==> config.mk <==
export PLATFORM = sky130hd
export DESIGN_NAME = cycle_sequencer
export DESIGN_NICKNAME = d
export VERILOG_FILES = /design/src/rtl/cycle_sequencer.sv
export SDC_FILE = /design/constraint.sdc
export NUM_CORES = 1
export LEC_CHECK = 0
export ABC_AREA = 1
export BUFFER_PORTS_ARGS = -buffer_cell sky130_fd_sc_hd__buf_2
export CORE_MARGIN = 5
export CORE_UTILIZATION = 60
export CTS_BUF_LIST = sky130_fd_sc_hd__clkbuf_2 sky130_fd_sc_hd__clkbuf_4 sky130_fd_sc_hd__clkbuf_8
export DETAILED_ROUTE_END_ITERATION = 7
export GPL_TIMING_DRIVEN = 0
export PLACE_DENSITY = 0.86
export REMOVE_ABC_BUFFERS = 1
export SYNTH_ARGS = -nofsm -noshare
export SYNTH_HDL_FRONTEND = slang
export SYNTH_SLANG_ARGS = --single-unit
==> constraint.sdc <==
create_clock -name clk -period 3.1 [get_ports clk]
set_clock_uncertainty 0.15 [all_clocks]
set_input_delay 0.465 -clock clk [delete_from_list [all_inputs] [get_ports clk]]
set_output_delay 0.465 -clock clk [all_outputs]
set_load 0.1 [all_outputs]
==> src/rtl/cycle_sequencer.sv <==
`default_nettype none
// ============================================================================
// Module   : cycle_sequencer
// Purpose  : Single-cycle micro-sequencer built from a program counter, a
//            program RAM, a data RAM and an accumulator. It executes one
//            instruction per clock while run=1 and the sequencer is not
//            halted. Supports conditional branching, halt/start control and
//            an output port register. An optional ALU (ADD/SUB/JC plus a carry
//            flag) is enabled by defining the macro CYCLE_SEQ_ALU_EN.
// Ports    : clk, reset_count (async, active-high)
//            run        - 1 = execute, 0 = freeze (program loading allowed)
//            start      - 1-cycle pulse: pc<=0, clear halted
//            prog_we/prog_addr/prog_wdata - program RAM write port
//            pc, instr  - program counter and progmem[pc] (combinational)
//            acc, zero  - accumulator and acc==0 flag
//            halted     - HALT executed, sequencer stopped
//            out_data/out_valid - output port register and its update pulse
//            carry      - (CYCLE_SEQ_ALU_EN only) ADD carry / SUB borrow
// Revision : 1.0 - initial release
// ============================================================================
module cycle_sequencer #(
    parameter  int ADDR_WIDTH = 4,
    parameter  int DATA_WIDTH = 4,
    localparam int OPD_W      = (ADDR_WIDTH > DATA_WIDTH) ? ADDR_WIDTH : DATA_WIDTH,
    localparam int INSTR_W    = 4 + OPD_W
) (
    input  logic                  clk,
    input  logic                  reset_count,
    input  logic                  run,
    input  logic                  start,
    input  logic                  prog_we,
    input  logic [ADDR_WIDTH-1:0] prog_addr,
    input  logic [INSTR_W-1:0]    prog_wdata,
    output logic [ADDR_WIDTH-1:0] pc,
    output logic [INSTR_W-1:0]    instr,
    output logic [DATA_WIDTH-1:0] acc,
    output logic                  zero,
    output logic                  halted,
    output logic [DATA_WIDTH-1:0] out_data,
    output logic                  out_valid
`ifdef CYCLE_SEQ_ALU_EN
    ,
    output logic                  carry
`endif
);

    localparam int DEPTH = 2 ** ADDR_WIDTH;

    localparam logic [3:0] c_OP_LDI  = 4'd1;
    localparam logic [3:0] c_OP_LD   = 4'd2;
    localparam logic [3:0] c_OP_ST   = 4'd3;
    localparam logic [3:0] c_OP_JMP  = 4'd4;
    localparam logic [3:0] c_OP_JZ   = 4'd5;
    localparam logic [3:0] c_OP_OUT  = 4'd6;
    localparam logic [3:0] c_OP_HALT = 4'd7;
`ifdef CYCLE_SEQ_ALU_EN
    localparam logic [3:0] c_OP_ADD  = 4'd8;
    localparam logic [3:0] c_OP_SUB  = 4'd9;
    localparam logic [3:0] c_OP_JC   = 4'd11;
`endif

    logic [ADDR_WIDTH-1:0] pc_q, pc_d;
    logic [DATA_WIDTH-1:0] acc_q, acc_d;
    logic [DATA_WIDTH-1:0] out_data_q, out_data_d;
    logic                  halted_q, halted_d;
    logic                  out_valid_q, out_valid_d;
`ifdef CYCLE_SEQ_ALU_EN
    logic                  carry_q, carry_d;
    logic [DATA_WIDTH:0]   w_sum;
    logic [DATA_WIDTH:0]   w_diff;
`endif

    logic [INSTR_W-1:0]    progmem [DEPTH];
    logic [DATA_WIDTH-1:0] dmem    [DEPTH];

    logic                  w_step;
    logic                  w_prog_wen;
    logic                  w_dmem_we;
    logic [3:0]            w_op;
    logic [OPD_W-1:0]      w_opd;
    logic [ADDR_WIDTH-1:0] w_addr;
    logic [DATA_WIDTH-1:0] w_imm;
    logic [DATA_WIDTH-1:0] w_dmem_rd;
    logic [ADDR_WIDTH-1:0] w_pc_inc;

    assign instr      = progmem[pc_q];
    assign w_op       = instr[INSTR_W-1 -: 4];
    assign w_opd      = instr[OPD_W-1:0];
    assign w_addr     = w_opd[ADDR_WIDTH-1:0];
    assign w_imm      = w_opd[DATA_WIDTH-1:0];
    assign w_dmem_rd  = dmem[w_addr];
    assign w_pc_inc   = pc_q + ADDR_WIDTH'(1);

    // start steals the cycle: no instruction executes while it is high.
    assign w_step     = run & ~halted_q & ~start;
    // Program RAM is only writable when the sequencer is not stepping.
    assign w_prog_wen = prog_we & (~run | halted_q) & ~reset_count;

`ifdef CYCLE_SEQ_ALU_EN
    // The top bit of each result is the carry-out (ADD) or borrow (SUB).
    assign w_sum  = {1'b0, acc_q} + {1'b0, w_dmem_rd};
    assign w_diff = {1'b0, acc_q} - {1'b0, w_dmem_rd};
`endif

    always_comb begin
        pc_d        = pc_q;
        acc_d       = acc_q;
        halted_d    = halted_q;
        out_data_d  = out_data_q;
        out_valid_d = 1'b0;
        w_dmem_we   = 1'b0;
`ifdef CYCLE_SEQ_ALU_EN
        carry_d     = carry_q;
`endif
        if (start) begin
            pc_d     = '0;
            halted_d = 1'b0;
        end else if (w_step) begin
            pc_d = w_pc_inc;
            case (w_op)
                c_OP_LDI:  acc_d = w_imm;
                c_OP_LD:   acc_d = w_dmem_rd;
                c_OP_ST:   w_dmem_we = ~reset_count;
                c_OP_JMP:  pc_d = w_addr;
                c_OP_JZ:   if (acc_q == '0) pc_d = w_addr;
                c_OP_OUT: begin
                    out_data_d  = acc_q;
                    out_valid_d = 1'b1;
                end
                c_OP_HALT: begin
                    halted_d = 1'b1;
                    pc_d     = pc_q;
                end
`ifdef CYCLE_SEQ_ALU_EN
                c_OP_ADD:  {carry_d, acc_d} = w_sum;
                c_OP_SUB:  {carry_d, acc_d} = w_diff;
                c_OP_JC:   if (carry_q) pc_d = w_addr;
`endif
                default: ;
            endcase
        end
    end

    always_ff @(posedge clk or posedge reset_count) begin
        if (reset_count) begin
            pc_q        <= '0;
            acc_q       <= '0;
            halted_q    <= 1'b0;
            out_data_q  <= '0;
            out_valid_q <= 1'b0;
`ifdef CYCLE_SEQ_ALU_EN
            carry_q     <= 1'b0;
`endif
        end else begin
            pc_q        <= pc_d;
            acc_q       <= acc_d;
            halted_q    <= halted_d;
            out_data_q  <= out_data_d;
            out_valid_q <= out_valid_d;
`ifdef CYCLE_SEQ_ALU_EN
            carry_q     <= carry_d;
`endif
        end
    end

    // RAM contents survive reset.
    always_ff @(posedge clk) begin
        if (w_prog_wen) progmem[prog_addr] <= prog_wdata;
        if (w_dmem_we)  dmem[w_addr]       <= acc_q;
    end

    assign pc        = pc_q;
    assign acc       = acc_q;
    assign zero      = (acc_q == '0);
    assign halted    = halted_q;
    assign out_data  = out_data_q;
    assign out_valid = out_valid_q;
`ifdef CYCLE_SEQ_ALU_EN
    assign carry     = carry_q;
`endif

endmodule
`default_nettype wire

==> impl_metrics.yaml <==
clock_network:
  cts_tree: "yes"
  path_clk_slew_ns: 0.06
  clk_latency_ns: 0.57
  h-tree-depth: 1
  cts_buffer_depth: 3
  root_buffer: "clkbuf_8"
  clock-sinks: 206
  cts_made_buffers: 31
global_routing:
  grt-ovfl-total: 0
  antenna_found_initial: 0
  grt_pass1_vias: 6623
  grt_pass1_wl_um: 36000
  grt_max_degree: 46
  track_usage: 0.260
critical_path:
  cpMostUsedCell: "nand2_1"
  reg2reg_from: "pc[0]"
  cp_slowest_cell: "dfrtp_4"
  crit_path_start_kind: "flop"
  path_max_fanout: 34
  cp_top_family: "simple AND/OR/NAND/NOR gates"
  endpoint_kind: "output pin"
  cp.arrival_ns: 2.46
  reg2reg_depth: 14
  path_class: "flop to output pin"
  r2r_slack_ns: 0.07
  r2r-end: "dmem[6][1]"
  crit_required_ns: 2.48
  critPathBufInv: 4
  worstPathCellList: "buf_12 -> inv_16 -> nand2_1 -> o211ai_1 -> nand2_1 -> nand2_1 -> nand3_2 -> nand2_4 -> clkinvlp_4 -> buf_8"
  cpPeakStageDelay_ns: 0.55
synthesis:
  yosys.area.top_type: "edfxtp_1"
  synthCells: 823
  syn_area_per_cell_um2: 10.8
  synth_area_mm2: 0.00891
  ys_ff_latch: 206
  yosys-top-cells-area: "edfxtp_1 65%, nand2_1 9.9%, nor2_1 5.0%"
  ys_seq_area_frac: 0.686
  yosys_warnings: 0
  yosys.area.top_type_share: 0.647
  ys_types: 35
die:
  core_area_mm2: 0.0145
  die_y_um: 132
  start_util: 0.613
  die-area_mm2: 0.0174
  fp-row-count: 44
  io_pins: 40
  die_w_um: 132
route:
  drc: 0
  drt-pass1-iter-count: 6
  via_per_inst: 6.23
  postRouteAntennaNets: 0
  vias: 6798
  wirelength_um: 23100
  post_drt_wl_per_cell_um: 21.2
  initialDrtViolationCount: 1057
place:
  portBuffers: 39
  place_area_mm2: 0.00910
  dp_hpwl_um: 12100
  gp_congestion: 0.843
final_layout:
  nFillCells: 928
  final_util: 0.702
  nNetsFinal: 903
  antenna_cells: 0
  stdcell_area_mm2: 0.0102
  drive_gt1_frac: 0.187
  area_growth_pct: 14.4
hold_path:
  min_path_type: "input pin to flop"
  whs_path_depth: 1
  hp-start: "prog_wdata[6]"
  hold_end: "progmem[14][6]"
sta:
  relSlewSlack: 0.426
  finalCritPeriodShare: 0.993
  hold_viol_final: 0
  report.final.slew_viol_count: 0
  setup_viol: 0
  timing.fmax_ghz: 0.325
  worst_pin_slew_ns: 0.857
  rsz0062_at_grt: "true"
  min_period_ns: 3.08
power_and_ir_drop:
  p_per_area_mw_per_mm2: 1090
  vdd_ir_drop_max_mv: 1.11
  leakage_nw: 3.97
status:
  status: "completed"
job:
  max_cap_viol_count: 0
[final cells by class]
class / instances / area [um2] / share of cell area
Tap cell: 184 / 230 / 0.0226
Clock buffer: 44 / 549 / 0.0539
Clock inverter: 12 / 57.6 / 0.00564
Timing Repair inverter: 2 / 23.8 / 0.00233
Timing Repair Buffer: 59 / 479 / 0.0470
Sequential cell: 206 / 6130 / 0.601
Inverter: 49 / 229 / 0.0225
Multi-Input combinational cell: 536 / 2500 / 0.245
[Yosys cell counts, drive strengths merged]
| cell | n |
|---|---|
| buf | 34 |
| o21ai | 66 |
| xor2 | 1 |
| dfrtp | 14 |
| xnor2 | 1 |
| nor4 | 1 |
| nor2 | 122 |
| nand3 | 68 |
| nand4 | 1 |
| o22ai | 12 |
| edfxtp | 192 |
| inv | 47 |
| clkbuf | 2 |
| a21oi | 2 |
| or2 | 3 |
| ha | 1 |
| o21bai | 5 |
| nor3 | 2 |
| nand2 | 243 |
| clkinv | 2 |
| o211ai | 4 |
[layer usage]
metal,GRT usage,vias up,wire (um)
met5,0,-,0
met4,0.136,0,1120
met3,0.0466,94,2740
met2,0.411,578,11100
met1,0.347,3190,8170
li1,-,2936,-
[what timing repair did]
action                     in CTS  in global routing
setup endpoints to repair      86                 74
pin swaps                       3                  3
hold endpoints to repair       15                  0
gates resized for setup        44                 34
setup buffers                  14                  2
cloned                          6                  0
hold buffers                    3                  0
[registers in the layout, indices dropped and copies added (netlist names)]
name       cells
progmem      128
dmem          64
acc            4
out_data       4
pc             4
halted         1
out_valid      1
[cells by family after synthesis]
family,share of synthesized area
AO/OA/AOI/OAI,0.0546
flip-flops,0.686
buffers and inverters,0.0500
AND/OR/NAND/NOR,0.206
XOR/XNOR,0.00197
adder cells (fa/ha/maj),0.00140
[through the flow]
step | power [mW] | hold WS, ns | cells | TNS (ns) | worst slack, ns
final | 11.1 | 0.156 | 1092 | 0 | 0.0221
after global routing | 11.6 | 0.154 | 1092 | -0.417 | -0.0399
after CTS | 10.7 | 0.136 | 1090 | 0 | 0.0207
after detailed placement | 7.93 | 0.319 | 1011 | -139.60 | -2.00
after global placement | 7.80 | 0.323 | 1010 | -245.77 | -3.25
after floorplan | 7.59 | 0.204 | 787 | -218.37 | -2.96
[how the worst max path moves through the flow]
stage               slack [ns]  startpoint  cells after the start    endpoint
floorplan                -2.96       pc[0]                     15      acc[0]
global placement         -3.25       pc[0]                     15      acc[2]
detailed placement       -2.00       pc[1]                      8  dmem[6][1]
CTS                       0.02       pc[0]                     11    instr[4]
global route             -0.04       pc[0]                     10    instr[1]
finish                    0.02       pc[0]                     10    instr[1]
[cell usage in the layout, fill, tap and decap left out, drive strengths merged]
cell type      n
nor3           2
o22ai         12
o211ai         4
ha             1
nor2         122
a21oi          2
nor4           1
dfrtp         14
clkbuf        44
buf           56
xnor2          1
nand4          1
clkinv        13
inv           46
or2            3
xor2           1
nand2        245
edfxtp       192
clkinvlp       4
o21ai         66
o21bai         5
dlygate4sd3    3
nand3         70
[power by group]
group / switching, mW / total, mW / internal [mW] / leakage, nW
Combinational: 4.05 / 5.43 / 1.38 / 1.74
Sequential: 0.274 / 3.51 / 3.23 / 1.91
Clock: 1.03 / 2.16 / 1.14 / 0.318
Total: 5.35 / 11.1 / 5.75 / 3.97
Power figures use the tool's default switching activity.
